[src/rtl/xnor_frame_parity.sv]
// Frame-level XOR/XNOR reduction over up to FRAME_LEN words.
// Every output is registered, and the result is held until it is consumed.
module xnor_frame_parity #(
    parameter int  WIDTH     = 8,
    parameter int  FRAME_LEN = 4,
    localparam int CW        = $clog2(FRAME_LEN + 1)
) (
    input  logic             clk,
    input  logic             rst_n,
    input  logic             in_valid,
    output logic             in_ready,
    input  logic [WIDTH-1:0] in_data,
    input  logic             in_last,
    input  logic             mode_xnor,
    output logic             out_valid,
    input  logic             out_ready,
    output logic             out_parity,
    output logic [CW-1:0]    out_count,
    output logic             out_short
);
    typedef enum logic [1:0] {IDLE, ACCUM, DONE} state_t;

    state_t          state;
    logic            acc;
    logic            mode_r;
    logic [CW-1:0]   cnt;

    logic            take;
    logic            nacc;
    logic            nmode;
    logic            close;
    logic [CW-1:0]   ncnt;

    // IDLE and ACCUM share one update path: IDLE seeds the frame and ACCUM folds into it.
    always_comb begin
        take  = in_valid && in_ready;
        nacc  = (state == ACCUM) ? (acc ^ (^in_data)) : (^in_data);
        ncnt  = (state == ACCUM) ? (cnt + CW'(1)) : CW'(1);
        nmode = (state == ACCUM) ? mode_r : mode_xnor;
        close = in_last || (ncnt == CW'(FRAME_LEN));
    end

    always_ff @(posedge clk or negedge rst_n) begin
        if (!rst_n) begin
            state      <= IDLE;
            acc        <= 1'b0;
            cnt        <= '0;
            mode_r     <= 1'b0;
            in_ready   <= 1'b0;
            out_valid  <= 1'b0;
            out_parity <= 1'b0;
            out_count  <= '0;
            out_short  <= 1'b0;
        end else begin
            case (state)
                IDLE, ACCUM: begin
                    in_ready <= 1'b1;
                    if (take) begin
                        acc    <= nacc;
                        cnt    <= ncnt;
                        mode_r <= nmode;
                        if (close) begin
                            state      <= DONE;
                            in_ready   <= 1'b0;
                            out_valid  <= 1'b1;
                            out_parity <= nmode ? ~nacc : nacc;
                            out_count  <= ncnt;
                            out_short  <= (ncnt < CW'(FRAME_LEN));
                        end else begin
                            state <= ACCUM;
                        end
                    end
                end
                DONE: begin
                    if (out_ready) begin
                        state      <= IDLE;
                        in_ready   <= 1'b1;
                        out_valid  <= 1'b0;
                        out_parity <= 1'b0;
                        out_count  <= '0;
                        out_short  <= 1'b0;
                    end
                end
                default: state <= IDLE;
            endcase
        end
    end
endmodule

[config.mk]
export PLATFORM = sky130hd
export DESIGN_NAME = xnor_frame_parity
export DESIGN_NICKNAME = d
export VERILOG_FILES = /design/src/rtl/xnor_frame_parity.sv
export SDC_FILE = /design/constraint.sdc
export NUM_CORES = 1
export LEC_CHECK = 0
export ABC_AREA = 1
export CORE_ASPECT_RATIO = 0.9
export CORE_MARGIN = 1.5
export CORE_UTILIZATION = 35
export CTS_BUF_LIST = sky130_fd_sc_hd__clkbuf_4 sky130_fd_sc_hd__clkbuf_8
export DETAILED_ROUTE_END_ITERATION = 6
export GPL_ROUTABILITY_DRIVEN = 0
export GPL_TIMING_DRIVEN = 0
export PLACE_DENSITY = 0.72
export SKIP_CTS_REPAIR_TIMING = 1
export SKIP_LAST_GASP = 1
export SLEW_MARGIN = 20
export SYNTH_ARGS = -nofsm -noshare
export SYNTH_HDL_FRONTEND = slang
export SYNTH_SLANG_ARGS = --single-unit
[constraint.sdc]
create_clock -name clk -period 3.6 [get_ports clk]
set_input_delay 0.72 -clock clk [delete_from_list [all_inputs] [get_ports clk]]
set_output_delay 0.72 -clock clk [all_outputs]
set_load 0.02 [all_outputs]
==> impl_metrics.env, run 1 <==
export IMPL_status="complete, no violations"
export IMPL_final_cell_mix="nand2_1, clkdlybuf4s50_1, inv_1"
export IMPL_min_path_type="register to register"
export IMPL_io_pins=21
export IMPL_synth_fp_nets=129
export IMPL_finClkSkew_ns=0.00602
export IMPL_period_share=0.550
export IMPL_critPathMaxFanout=3
export IMPL_worstPathCellList="clkdlybuf4s50_1"
export IMPL_max_freq_mhz=505
export IMPL_maxSlewViolCount=0
export IMPL_fillers=215
export IMPL_slew_headroom=0.587
export IMPL_fp_coreArea_sq_um=2180
export IMPL_finalCriticalPeriod_ns=1.98
export IMPL_ctsHtreeMaxLevel=1
export IMPL_ys_ff_latch=14
export IMPL_cp_data_arrival_time_ns=1.26
export IMPL_syn_avg_cell_area_sq_um=7.12
export IMPL_antenna_found_initial=0
export IMPL_worstSetupStartpointType="register"
export IMPL_io_buffers=20
export IMPL_cts_buffers=3
export IMPL_fin_cells=165
export IMPL_yosys_warnings=0
export IMPL_dp_cells=161
export IMPL_synth_distinct_cells=18
export IMPL_grtUsageTotal=0.141
export IMPL_synthCells=114
export IMPL_clkSinkCount=14
export IMPL_place_ws_ns=1.45
export IMPL_die_h_um=48.7
export IMPL_grt_pass1_wl_um=2780
export IMPL_rsz0062_at_grt="false"
export IMPL_worst_slew_pin_slew_ns=0.617
export IMPL_diodes=0
export IMPL_place_hpwl_um=1240
export IMPL_maxCapViolations=0
export IMPL_grt_pass1_vias=697
export IMPL_tns_ns=0
export IMPL_irDropWorstVdd_uv=491
export IMPL_path_class="register to output pin"
export IMPL_cts_tree="yes"
export IMPL_syn_area_sq_um=812
export IMPL_avgViaCountPerCell=4.63
export IMPL_vias=764
export IMPL_yosysSeqAreaShare=0.431
export IMPL_wire_per_inst_um=9.62
export IMPL_syn_to_final_growth_pct=33.3
export IMPL_clock_root_buffer="clkbuf_4"
export IMPL_hold_viol=0
export IMPL_chipWidth_um=53.8
export IMPL_final_common_cell="nand2_1"
export IMPL_cts_buffer_depth=2
export IMPL_nNetsFinal=154
export IMPL_path_delay_family="buffers and inverters"
export IMPL_initial_core_util=0.372
export IMPL_cp_required_ns=2.88
export IMPL_clkTransAtPathRegs_ns=0.09
export IMPL_drive_gt1_frac=0.0725
export IMPL_cp_slowest_cell="clkdlybuf4s50_1"
export IMPL_path_buf_inv=1
export IMPL_p_per_area_nw_per_um2=501
export IMPL_critPathMaxStageDelay_ns=0.61
export IMPL_insertion_delay_ns=0.28
export IMPL_worstSetupEndpointType="output pin"
export IMPL_timing_final_ws_setup_ns=1.62
export IMPL_p_total_w=0.000543
export IMPL_die_area_sq_um=2620
export IMPL_firstDrtPassIters=4
export IMPL_wl_um=1590
export IMPL_drc_errors=0
export IMPL_gr_total_overflow=0
export IMPL_rows=16
export IMPL_grt_max_degree=15
export IMPL_drt_iter0_drc=26
export IMPL_leakage_nw=0.582
export IMPL_antenna_left=0
export IMPL_setup_viol=0
[synthesized netlist by cell type]
cell type  number  share of area
inv_1          17          0.079
nand3_1        11          0.068
o31ai_1         1         0.0092
o21ai_0         5          0.031
nand2_2         2          0.015
nand2_1        47           0.22
nor3b_4         1          0.023
a31oi_1         1         0.0077
xnor2_1         1          0.011
nand2_4         1          0.014
xor2_1          1          0.011
nand3b_1        1         0.0092
dfrtp_1        14           0.43
inv_2           1         0.0046
buf_6           1          0.014
nor2_1          6          0.028
ha_1            1          0.015
o21ai_1         2          0.012
[final timing paths]
check                                           start                  endpoint  slack [ns]  cells past startpoint
worst max-delay path             in_ready$_DFFE_PN0P_                  in_ready        1.62                      1
worst min-delay path            out_valid$_DFFE_PN0P_     out_valid$_DFFE_PN0P_        0.49                      2
worst max register to register     cnt[0]$_DFFE_PN0P_  out_count[0]$_DFFE_PN0P_        1.98                      9
worst min register to register  out_valid$_DFFE_PN0P_     out_valid$_DFFE_PN0P_        0.49                      2
max in group asynchronous                       rst_n        cnt[1]$_DFFE_PN0P_        2.38                      1
min in group asynchronous                       rst_n      in_ready$_DFFE_PN0P_        0.81                      1
[state kept, by name (all words and copies together) (netlist names)]
name        count
out_short       1
state           2
in_ready        1
acc             1
out_count       3
mode_r          1
cnt             3
out_valid       1
out_parity      1
[power breakdown]
group          total [W]  internal, W  switching (W)
combinational   0.000206    0.0000920       0.000114
sequential      0.000222     0.000198      0.0000243
clock           0.000114    0.0000616      0.0000529
[through the flow]
stage | cell area [sq um] | util | hold WS [ns]
3_5_place_dp | 1050 | 0.479 | 0.469
3_3_place_gp | 1050 | 0.479 | 0.463
2_1_floorplan | 812 | - | 0.424
5_1_grt | 1080 | 0.496 | 0.529
6_report | 1080 | 0.496 | 0.488
4_1_cts | 1080 | 0.496 | 0.490
[cell type report]
class / count / area, sq um / area share
buffer: 1 / 11.3 / 0.0104
clock buffer: 4 / 36.3 / 0.0335
inverter: 18 / 67.6 / 0.0624
multi-input combinational: 81 / 383 / 0.354
sequential: 14 / 350 / 0.324
tap: 27 / 33.8 / 0.0312
timing repair buffer: 20 / 200 / 0.185
[kinds of logic (layout without fill, tap and decap cells)]
| kind of cell | after synthesis | in the layout | share of synthesized area |
|---|---|---|---|
| AOI/OAI and AO/OA | 9 | 9 | 0.0601 |
| DFF | 14 | 14 | 0.431 |
| adders and majority gates | 1 | 1 | 0.0154 |
| buffers and inverters | 19 | 43 | 0.0971 |
| and+or+nand+nor | 69 | 69 | 0.374 |
| xor gates and xnor gates | 2 | 2 | 0.0216 |
[routing by layer]
layer / global-route usage / routed length, um / up-vias / share of wire
li1: - / - / 402 / -
met3: 0.0525 / 102 / 4 / 0.064
met5: 0 / 0 / - / 0
met1: 0.173 / 704 / 335 / 0.44
met2: 0.236 / 762 / 23 / 0.48
met4: 0.0214 / 18 / 0 / 0.011
[tightest hold or removal path, delay by kind of cell, from the launching register on]
kind             cells  cell delay, ns
flip-flops           1            0.36
AND/OR/NAND/NOR      2            0.10
No activity file was read; power rests on OpenSTA's default activity.
==> inputs of run 2 (changes only) <==
- clock period: 3.6 -> 2.1 ns (I/O delays scaled with it)
==> results of run 2 <==
The final DEF is identical to that of run 1. Status: complete, no violations.
Among the figures that moved: setup slack after placement 1.45 ns -> 0.247 ns; setup slack after layout 1.62 ns -> 0.419 ns; register-to-register setup slack 1.98 ns -> 0.48 ns; total power 0.000543 W -> 0.000930 W; worst IR drop on VDD 491 uV -> 842 uV
